`config.mk`:
```
export PLATFORM = sky130hd
export DESIGN_NAME = irq_pending_latch_flat
export DESIGN_NICKNAME = d
export VERILOG_FILES = /design/src/rtl/irq_pending_latch_if.sv /design/src/rtl/irq_pending_latch.sv /design/src/flat_wrapper.sv
export SDC_FILE = /design/constraint.sdc
export NUM_CORES = 1
export LEC_CHECK = 0
export CAP_MARGIN = 5
export CORE_AREA = 2 2 53 55
export CTS_BUF_LIST = sky130_fd_sc_hd__clkbuf_16
export DETAILED_ROUTE_END_ITERATION = 16
export DIE_AREA = 0 0 55 57
export PLACE_DENSITY_LB_ADDON = 0.15
export SYNTH_ARGS = -nofsm -noshare
export SYNTH_HDL_FRONTEND = slang
export SYNTH_SLANG_ARGS = --single-unit
```
`constraint.sdc`:
```
create_clock -name clk -period 2.39 [get_ports clk]
set_input_delay 0.478 -clock clk [delete_from_list [all_inputs] [get_ports clk]]
set_output_delay 0.478 -clock clk [all_outputs]
set_load 0.1 [all_outputs]
```
`src/rtl/irq_pending_latch_if.sv`:
```
// ----------------------------------------------------------------------------
// irq_pending_latch_if
// Bundle of the request/encoder/CPU handshake signals around irq_pending_latch.
//   irq        raw request lines (synchronous to clk)
//   mask_wr    mask write strobe, mask_data = new mask (1 = line masked)
//   pend_vec   masked pending vector towards the priority encoder
//   enc_id     encoder index, enc_valid = encoder any-valid
//   int_req    interrupt request to core, int_id = its index
//   int_ack    core acknowledge pulse, eoi = core end-of-interrupt pulse
//   busy       interrupt in service
// master: the surrounding system (pins, encoder, core); slave: the latch.
// ----------------------------------------------------------------------------
interface irq_pending_latch_if #(
  parameter int N    = 8,
  parameter int ID_W = 3
);
  logic [N-1:0]    irq;
  logic            mask_wr;
  logic [N-1:0]    mask_data;
  logic [N-1:0]    pend_vec;
  logic [ID_W-1:0] enc_id;
  logic            enc_valid;
  logic            int_req;
  logic [ID_W-1:0] int_id;
  logic            int_ack;
  logic            eoi;
  logic            busy;

  modport master (
    output irq, mask_wr, mask_data, enc_id, enc_valid, int_ack, eoi,
    input  pend_vec, int_req, int_id, busy
  );

  modport slave (
    input  irq, mask_wr, mask_data, enc_id, enc_valid, int_ack, eoi,
    output pend_vec, int_req, int_id, busy
  );
endinterface

```
`src/rtl/irq_pending_latch.sv`:
```
// ----------------------------------------------------------------------------
// irq_pending_latch
// Rising-edge interrupt capture with pending bits, software mask and a
// request/acknowledge/end-of-interrupt handshake towards the core. The masked
// pending vector feeds an external priority encoder whose index/valid come
// back combinationally in the same cycle.
// Ports:
//   clk   system clock, rising edge
//   rst   synchronous active-high reset
//   bus   irq_pending_latch_if.slave (see interface header for signals)
// ----------------------------------------------------------------------------
module irq_pending_latch #(
  parameter int N    = 8,
  parameter int ID_W = 3
) (
  input  logic                 clk,
  input  logic                 rst,
  irq_pending_latch_if.slave   bus
);

  typedef enum logic [1:0] {
    IDLE = 2'd0,
    REQ  = 2'd1,
    SERV = 2'd2
  } state_t;

  state_t          state_q,   state_d;
  logic [N-1:0]    irq_q,     irq_d;
  logic [N-1:0]    pending_q, pending_d;
  logic [N-1:0]    mask_q,    mask_d;
  logic            int_req_q, int_req_d;
  logic [ID_W-1:0] int_id_q,  int_id_d;
  logic            busy_q,    busy_d;

  logic [N-1:0]    rise_s;
  logic [N-1:0]    clr_s;

  // Edge detect, pending update and mask register next-state.
  always_comb begin
    irq_d  = bus.irq;
    rise_s = bus.irq & ~irq_q;
    if (bus.mask_wr) begin
      mask_d = bus.mask_data;
    end else begin
      mask_d = mask_q;
    end
    // Clear first, then set: an edge arriving on the ack cycle survives.
    pending_d = (pending_q & ~clr_s) | rise_s;
  end

  // Handshake FSM next-state and registered-output next values.
  always_comb begin
    state_d   = state_q;
    int_req_d = int_req_q;
    int_id_d  = int_id_q;
    busy_d    = busy_q;
    clr_s     = {N{1'b0}};
    case (state_q)
      IDLE: begin
        if (bus.enc_valid) begin
          int_id_d  = bus.enc_id;
          int_req_d = 1'b1;
          state_d   = REQ;
        end else begin
          state_d   = IDLE;
        end
      end
      REQ: begin
        // int_id is frozen here; the ack clears that line even if it has
        // been masked since the request was committed.
        if (bus.int_ack) begin
          clr_s     = {{(N-1){1'b0}}, 1'b1} << int_id_q;
          int_req_d = 1'b0;
          busy_d    = 1'b1;
          state_d   = SERV;
        end else begin
          state_d   = REQ;
        end
      end
      SERV: begin
        if (bus.eoi) begin
          busy_d  = 1'b0;
          state_d = IDLE;
        end else begin
          state_d = SERV;
        end
      end
      default: begin
        int_req_d = 1'b0;
        busy_d    = 1'b0;
        state_d   = IDLE;
      end
    endcase
  end

  // State and data registers with synchronous reset.
  always_ff @(posedge clk) begin
    if (rst) begin
      state_q   <= IDLE;
      irq_q     <= {N{1'b0}};
      pending_q <= {N{1'b0}};
      mask_q    <= {N{1'b0}};
      int_req_q <= 1'b0;
      int_id_q  <= {ID_W{1'b0}};
      busy_q    <= 1'b0;
    end else begin
      state_q   <= state_d;
      irq_q     <= irq_d;
      pending_q <= pending_d;
      mask_q    <= mask_d;
      int_req_q <= int_req_d;
      int_id_q  <= int_id_d;
      busy_q    <= busy_d;
    end
  end

  // pend_vec comes straight from registers so the encoder sees it in the
  // same cycle the pending bit is set.
  assign bus.pend_vec = pending_q & ~mask_q;
  assign bus.int_req  = int_req_q;
  assign bus.int_id   = int_id_q;
  assign bus.busy     = busy_q;

endmodule

```
`src/flat_wrapper.sv`:
```
// flat-port wrapper written by rule: the top's interface ports become plain ports
module irq_pending_latch_flat 
#(
  parameter int N    = 8,
  parameter int ID_W = 3
)
  (clk, rst, bus_irq, bus_mask_wr, bus_mask_data, bus_enc_id, bus_enc_valid, bus_int_ack, bus_eoi, bus_pend_vec, bus_int_req, bus_int_id, bus_busy);
  irq_pending_latch_if #(.N(N), .ID_W(ID_W)) bus_i ();
  input  logic clk;
  input  logic rst;
  input wire logic [$bits(bus_i.irq)-1:0] bus_irq;
  input wire logic [$bits(bus_i.mask_wr)-1:0] bus_mask_wr;
  input wire logic [$bits(bus_i.mask_data)-1:0] bus_mask_data;
  input wire logic [$bits(bus_i.enc_id)-1:0] bus_enc_id;
  input wire logic [$bits(bus_i.enc_valid)-1:0] bus_enc_valid;
  input wire logic [$bits(bus_i.int_ack)-1:0] bus_int_ack;
  input wire logic [$bits(bus_i.eoi)-1:0] bus_eoi;
  output wire logic [$bits(bus_i.pend_vec)-1:0] bus_pend_vec;
  output wire logic [$bits(bus_i.int_req)-1:0] bus_int_req;
  output wire logic [$bits(bus_i.int_id)-1:0] bus_int_id;
  output wire logic [$bits(bus_i.busy)-1:0] bus_busy;
  assign bus_i.irq = bus_irq;
  assign bus_i.mask_wr = bus_mask_wr;
  assign bus_i.mask_data = bus_mask_data;
  assign bus_i.enc_id = bus_enc_id;
  assign bus_i.enc_valid = bus_enc_valid;
  assign bus_i.int_ack = bus_int_ack;
  assign bus_i.eoi = bus_eoi;
  assign bus_pend_vec = bus_i.pend_vec;
  assign bus_int_req = bus_i.int_req;
  assign bus_int_id = bus_i.int_id;
  assign bus_busy = bus_i.busy;
  irq_pending_latch #(.N(N), .ID_W(ID_W)) u_core (.clk(clk), .rst(rst), .bus(bus_i));
endmodule
```
==> impl_metrics.toml, run 1 <==
[placed_design]
port_buffers = 37
post-dp-hpwl_um = 1640
gp_congestion = 0.713
placed_cells = 180
preCtsSetupSlack_ns = 0.644

[synth]
synth.yosys.warnings = 0
synth.top_cells.by_area = "dfxtp_1, mux2i_1, nor2b_1"
ys_types = 18
netlist.top_cell.by_area = "dfxtp_1"
synth.yosys.seq_area_share_pct = 53.0
synthesis.area_per_instance_um2 = 10.1
share_of_yosys_cell_area_claimed_by_the_top_area_cell_type_pct = 53.0
syn_nets = 141
synth_area_um2 = 1170
syn_inst = 116
ys_seq_elements = 31

[status]
run_status = "completed"

[grt]
grt_use_total_pct = 16.0
total_global_routing_overflow = 0
pin_count_of_the_biggest_net_entering_global_routing = 32
grt_antenna_before_repair = 0
wire_length_of_the_first_global_routing_pass_um = 3580
first_global_vias = 884

[timing]
final.period_utilization_pct = 63.8
grt_setup_unrepaired = "no"
setup_violation_total_in_the_final_timing_report = 0
report.final.slew_viol_count = 0
final.min_clock_period_ns = 1.52
clock.fmax_mhz = 656
layout_setup_ws_ns = 0.866
setup-tns-final_ns = 0
finClkSkew_ns = 0.00419
maxSlewHeadroom_pct = 66.5
slew_worst_pin_ns = 0.501
hold-worst-slack_ns = 0.468
final_hold_viols = 0

[setup_path]
crit_path_max_fanout = 7
worst-path-stages = 1
critPathArrivalTime_ns = 1.05
cp_max_delay_cell = "dfxtp_1"
reg2regPathDepth = 3
worstPathRequired_ns = 1.91
cp.buffers_inverters = 1
slowest_delay_ns = 0.44
worstSetupPathType = "reg -> out"
crit_family = "flip-flops"
timing.critical_path.to_type = "output pin"
cp_cell_sequence = "buf_4"
timing.critical_path.from_type = "flip-flop"

[route]
routed_via_density = 4.88
final_antenna_net_count = 0
number_of_drc_violations_after_detailed_routing_iteration_0 = 13
postRouteWirelength_um = 2210
drtPass1Iterations = 4
post-route-drc-count = 0
detail_route.wl_per_cell_um = 11.8
vias = 913

[finish]
multi_input_comb_area_um2 = 483
final_cells = 187
finalNetCount = 181
fill_cells = 239
antennaDiodeCount = 0
seqCellArea_um2 = 621
area_growth_pct = 41.3
drive_gt1_share_pct = 14.1

[die]
dieArea_um2 = 3140
core_region_area_um2 = 2620
placement_rows = 19
die_h_um = 57
io_pins = 38
initial_utilization_pct = 44.8
dieWidth_um = 55

[hold_path]
holdPathStages = 1
hold_class = "reg -> reg"

[clocking]
cts.hold.buffers_added = 0
cts_resized = 0
cts_tree = "built"
worst_setup_hold_path_clk_slew_ns = 0.05
cts.htree.levels = 2
tritoncts.num_buffers = 5
sinks_on_the_clock_net = 31
cts_max_path_buffers = 2
postCtsSetupRepairBufs = 0
root_buffer_cell = "clkbuf_16"
clock_insertion_delay_worst_skew_ns = 0.27

[job]
cap_violations = 0

[pwr]
leakagePower_nw = 0.725
powerDensity_nw_per_um2 = 871
vdd_ir_drop_max_uv = 577
==> synthesized netlist by cell type, drive strengths merged <==
master,count
nor2b,18
nor3,1
nor3b,1
inv,9
dfxtp,31
mux2i,12
and3b,1
a22o,8
buf,4
a41oi,1
a31oi,4
clkbuf,1
nor2,16
and4bb,1
a21oi,6
o21ai,2
==> through the flow <==
step           utilization (%)  total power [mW]  instance area, um2
2_1_floorplan                -             0.803                1170
3_3_place_gp              58.2             0.881                1520
3_5_place_dp              58.2             0.887                1520
4_1_cts                   63.3              1.46                1660
5_1_grt                   63.3              1.50                1660
6_report                  63.3              1.44                1660
==> routing by layer <==
layer	up-vias	track usage, %	wire length [um]
li1	469	-	-
met1	415	17.9	950
met2	24	26.5	1080
met3	5	5.50	136
met4	0	7.32	48
met5	-	0	0
==> final cells by class <==
| cell class | count | area share (%) |
|---|---|---|
| inverter | 9 | 2.04 |
| multi-input combinational | 71 | 29.2 |
| sequential | 31 | 37.5 |
| tap | 31 | 2.34 |
| clock inverter | 2 | 0.529 |
| timing repair buffer | 38 | 20.9 |
| clock buffer | 5 | 7.56 |
==> sequential cells by signal, summed over array words and instances (netlist names) <==
signal              cells
u_core.mask_q           8
u_core.bus.int_id       3
u_core.state_q          2
u_core.bus.busy         1
u_core.bus.int_req      1
u_core.pending_q        8
u_core.irq_q            8
==> worst paths after layout <==
check	from	endpoint	slack, ns
worst min register to register	u_core.pending_q[2]	u_core.pending_q[2]	0.47
worst min-delay path	u_core.pending_q[2]	u_core.pending_q[2]	0.47
worst max-delay path	u_core.bus.int_id[0]	bus_int_id[0]	0.87
worst max register to register	u_core.state_q[0]	u_core.pending_q[7]	1.19
==> logic make-up after synthesis <==
| family | synth area share, % |
|---|---|
| muxes | 10.3 |
| buffers and inverters | 5.77 |
| AOI/OAI and AO/OA | 12.9 |
| and+or+nand+nor | 18.1 |
| DFF | 53.0 |
==> power by group <==
| group | leakage (nW) | internal [mW] | switching [mW] |
|---|---|---|---|
| Combinational | 0.401 | 0.101 | 0.194 |
| Sequential | 0.257 | 0.555 | 0.0237 |
| Clock | 0.0671 | 0.372 | 0.194 |
| Total | 0.725 | 1.03 | 0.412 |
==> cells in the final DEF, fill, tap and decap left out, types with 2 or more instances in the layout <==
| cell type | n |
|---|---|
| dfxtp_1 | 31 |
| clkdlybuf4s50_1 | 24 |
| nor2b_1 | 18 |
| nor2_1 | 16 |
| buf_4 | 14 |
| mux2i_1 | 12 |
| inv_1 | 9 |
| a22o_1 | 8 |
| a21oi_1 | 6 |
| clkbuf_16 | 5 |
| a31oi_1 | 4 |
| o21ai_0 | 2 |
No activity file was read; power rests on OpenSTA's default activity.
==> run 2: changes to the inputs <==
- CORE_AREA: 2 2 53 55 -> 2 2 55 57
- DIE_AREA: 0 0 55 57 -> 0 0 57 59
- clock period: 2.39 -> 1.45 ns (I/O delays scaled with it)
==> run 2 against run 1 <==
Final cell count rose by 1.1%. Via count decreased by 0.44%. Sequential share of layout area decreased by 4.3 points. Critical path depth grew 1. Worst hold slack better by 0.0037 ns. Largest power group unchanged. Register-to-register slack worse by 0.93 ns. Clock power rose by 63%. Die area is 7.3% higher.
==> impl_metrics.toml, run 2 (same netlist as run 1, synthesis figures left out) <==
[status]
run_status = "completed"

[finish]
postLayoutCellArea_um2 = 1880
area_growth_pct = 60.7
finalNetCount = 183
layout.cells.most_common_list = "dfxtp_1, clkdlybuf4s50_1, nor2_1, buf_12, mux2i_1"
multi_input_comb_area_um2 = 503
layout_commonest_cell = "dfxtp_1"
fill_cells = 215
antennaDiodeCount = 0
final_cells = 189
drive_gt1_share_pct = 22.2
final_core_util_pct = 69.4
reg_top3 = "u_core.irq_q (8), u_core.mask_q (8), u_core.pending_q (8)"
seqCellArea_um2 = 624

[grt]
pin_count_of_the_biggest_net_entering_global_routing = 32
first_global_vias = 913
grt_antenna_before_repair = 0
grt_use_total_pct = 16.0
total_global_routing_overflow = 0
wire_length_of_the_first_global_routing_pass_um = 4030

[setup_path]
critical_path.endpoint = "bus_pend_vec[6]"
cp_max_delay_cell = "dfxtp_1"
critical_path.reg2reg.endpoint = "u_core.pending_q[7]"
slowest_delay_ns = 0.35
critPathLaunch = "u_core.pending_q[6]"
worstPathRequired_ns = 1.16
worst-path-stages = 2
crit_path_max_fanout = 2
critPathArrivalTime_ns = 1.00
timing.reg2reg.setup_slack_ns = 0.26
cp.buffers_inverters = 1
reg2regPathDepth = 3
timing.critical_path.from_type = "flip-flop"
crit_family = "flip-flops"
cp_cell_sequence = "nor2b_2, buf_12"
worstSetupPathType = "reg -> out"
rr_startpoint = "u_core.state_q[0]"
timing.critical_path.to_type = "output pin"

[timing]
report.final.slew_viol_count = 0
layout_setup_ws_ns = 0.165
maxSlewHeadroom_pct = 73.9
finClkSkew_ns = 0.00624
setup-tns-final_ns = 0
hold-worst-slack_ns = 0.472
final.period_utilization_pct = 88.6
slew_worst_pin_ns = 0.389
clock.fmax_mhz = 778
final.min_clock_period_ns = 1.29
setup_violation_total_in_the_final_timing_report = 0
final_hold_viols = 0
grt_setup_unrepaired = "no"

[job]
cap_violations = 0

[die]
placement_rows = 19
dieWidth_um = 57
core_region_area_um2 = 2710
io_pins = 38
die_h_um = 59
initial_utilization_pct = 43.2
dieArea_um2 = 3360

[placed_design]
preCtsSetupSlack_ns = -0.0824
port_buffers = 37
placed_cells = 182
gp_congestion = 0.677
place_area_um2 = 1750
post-dp-hpwl_um = 1700

[hold_path]
hold_class = "reg -> reg"
holdPathStages = 1

[pwr]
powerDensity_nw_per_um2 = 1320
total_power_mw = 2.49
leakagePower_nw = 0.796
vdd_ir_drop_max_uv = 1470

[clocking]
tritoncts.num_buffers = 5
cts_tree = "built"
postCtsSetupRepairBufs = 0
cts.htree.levels = 2
worst_setup_hold_path_clk_slew_ns = 0.04
clock_insertion_delay_worst_skew_ns = 0.27
cts_resized = 0
cts.hold.buffers_added = 0
root_buffer_cell = "clkbuf_16"
sinks_on_the_clock_net = 31
cts_max_path_buffers = 2

[route]
number_of_drc_violations_after_detailed_routing_iteration_0 = 15
postRouteWirelength_um = 2340
final_antenna_net_count = 0
vias = 909
routed_via_density = 4.81
post-route-drc-count = 0
detail_route.wl_per_cell_um = 12.4
drtPass1Iterations = 4
## run 2: changes by cell type in the layout (fill, tap and decap cells not counted)
cell     previous run  this run
buf_4              14         1
dfxtp_2             0         3
dfxtp_1            31        28
nor2b_1            18        10
nor2b_2             0         8
buf_12              0        15
## run 2: how the worst min path moves through the flow
stage	start	to	slack, ns
floorplan	rst	u_core.irq_q[0]	0.37
global placement	u_core.pending_q[5]	u_core.pending_q[5]	0.45
detailed placement	u_core.pending_q[3]	u_core.pending_q[3]	0.46
CTS	u_core.pending_q[3]	u_core.pending_q[3]	0.48
global route	u_core.pending_q[3]	u_core.pending_q[3]	0.48
finish	u_core.pending_q[0]	u_core.pending_q[0]	0.47
## run 2: cell type report
| class | count | area share, % |
|---|---|---|
| timing repair buffer | 40 | 29.1 |
| sequential | 31 | 33.2 |
| clock buffer | 5 | 6.65 |
| clock inverter | 2 | 0.465 |
| inverter | 9 | 1.80 |
| tap | 31 | 2.06 |
| multi-input combinational | 71 | 26.7 |
## run 2: report_power, final
group	internal (mW)	total (mW)	switching, mW
sequential	0.917	0.964	0.0476
combinational	0.263	0.601	0.338
clock	0.613	0.925	0.313
## run 2: metal layers
metal  GRT usage, %  routed length (um)  vias to the layer above
met5              0                   0                        -
met4           7.97                  22                        0
met2           25.1                1160                       21
met1           20.0                1040                      415
met3           5.24                 121                        2
li1               -                   -                      471
==> run 3: changes to the inputs <==
- REMOVE_ABC_BUFFERS: unset -> 1
==> run 3 against run 2 <==
Sequential share of layout area down 0.31 points. Critical path type unchanged. Largest cell class unchanged. Non-clock buffer count increased by 4. Critical endpoint is now bus_pend_vec[7]. Die area stayed put. Count of clock-buffer cells in the layout unchanged. Combinational power up 1%.
==> impl_metrics.toml, run 3 (same netlist as run 1, synthesis figures left out) <==
[finish]
final_core_util_pct = 69.7
drive_gt1_share_pct = 17.3
layout_commonest_cell = "dfxtp_1"
antennaDiodeCount = 0
area_growth_pct = 61.2
finalNetCount = 187
final_cells = 193
reg_top3 = "u_core.irq_q (8), u_core.mask_q (8), u_core.pending_q (8)"
layout.cells.most_common_list = "dfxtp_1, clkdlybuf4s50_1, nor2b_1, nor2_1, buf_12"

[timing]
clock.fmax_mhz = 724
final_hold_viols = 0
setup_violation_total_in_the_final_timing_report = 0
maxSlewHeadroom_pct = 78.9
final.period_utilization_pct = 95.3
grt_setup_unrepaired = "no"
finClkSkew_ns = 0.00593
slew_worst_pin_ns = 0.317
hold-worst-slack_ns = 0.468
final.min_clock_period_ns = 1.38
report.final.slew_viol_count = 0

[clocking]
postCtsSetupRepairBufs = 0
worst_setup_hold_path_clk_slew_ns = 0.05
tritoncts.num_buffers = 5
root_buffer_cell = "clkbuf_16"
cts_tree = "built"
cts_resized = 0
cts_max_path_buffers = 2
cts.htree.levels = 2
cts.hold.buffers_added = 0
sinks_on_the_clock_net = 31
clock_insertion_delay_worst_skew_ns = 0.27

[pwr]
total_net_switching_power_mw = 0.719
p_comb_share_pct = 24.2
power.share.sequential_pct = 38.1
leakagePower_nw = 0.810
vdd_ir_drop_max_uv = 1020
power.share.clock_pct = 37.6
powerDensity_nw_per_um2 = 1330
p_sw_share_pct = 28.6
cell_internal_pwr_mw = 1.79

[setup_path]
timing.critical_path.to_type = "output pin"
worstPathRequired_ns = 1.16
timing.reg2reg.setup_slack_ns = 0.24
crit_path_max_fanout = 2
critPathArrivalTime_ns = 1.09
worstSetupPathType = "reg -> out"
timing.critical_path.from_type = "flip-flop"

[die]
io_pins = 38
initial_utilization_pct = 43.2
placement_rows = 19
die_h_um = 59
core_region_area_um2 = 2710
dieWidth_um = 57
dieArea_um2 = 3360

[job]
cap_violations = 0

[grt]
grt_use_total_pct = 16.6
total_global_routing_overflow = 0
first_global_vias = 979
pin_count_of_the_biggest_net_entering_global_routing = 28
wire_length_of_the_first_global_routing_pass_um = 4240
grt_antenna_before_repair = 0

[route]
post-route-drc-count = 0
detail_route.wl_per_cell_um = 12.8
final_antenna_net_count = 0
drtPass1Iterations = 3
vias = 963
number_of_drc_violations_after_detailed_routing_iteration_0 = 13
postRouteWirelength_um = 2480
routed_via_density = 4.99

[placed_design]
gp_congestion = 0.711
placed_cells = 186
post-dp-hpwl_um = 1720
port_buffers = 37

[status]
run_status = "completed"

[hold_path]
hold_class = "reg -> reg"
-- run 3: final timing paths --
check | cells after the start | from | to
worst min register to register | 1 | u_core.pending_q[1] | u_core.pending_q[1]
worst max register to register | 3 | u_core.state_q[0] | u_core.pending_q[7]
worst min-delay path | 1 | u_core.pending_q[1] | u_core.pending_q[1]
worst max-delay path | 2 | u_core.pending_q[7] | bus_pend_vec[7]
-- run 3: final cells by class --
type                    instances  area, um2
multi-input cells              71        483
clock buffers                   5        125
well taps                      31       38.8
inverters                       9       33.8
flip-flops and latches         31        621
fillers                       212        822
clock inverters                 2       8.76
repair buffers                 44        578
-- run 3: stage by stage --
stage	TNS (ns)	area [um2]	total power, mW	worst slack (ns)
global placement	-0.0302	1750	1.57	-0.0135
finish	0	1890	2.51	0.0681
global route	0	1890	2.61	0.0325
floorplan	-5.40	1140	1.30	-0.501
CTS	0	1890	2.53	0.0815
detailed placement	-0.210	1750	1.58	-0.0560
-- run 3: layer usage --
layer	routed length (um)	global-route usage [%]	part of all wire, %	vias up
li1	-	-	-	486
met1	1070	18.4	43	445
met2	1210	29.1	49	28
met3	167	5.68	6.7	4
met4	26	6.98	1.0	0
met5	0	0	0	-
-- run 3: critical path, cell delays in order, from the launching register on --
cell and delay (ns):
dfxtp_1 0.34, nor2b_1 0.27, buf_12 0.21
-- run 3: power by group through the flow --
| stage | Combinational [mW] | Sequential [mW] | Clock [mW] |
|---|---|---|---|
| 3_5_place_dp | 0.611 | 0.972 | 0 |
| 6_report | 0.609 | 0.958 | 0.946 |
| 5_1_grt | 0.638 | 0.965 | 1.01 |
| 4_1_cts | 0.615 | 0.957 | 0.956 |
| 3_3_place_gp | 0.604 | 0.970 | 0 |
| 2_1_floorplan | 0.273 | 1.03 | 0 |
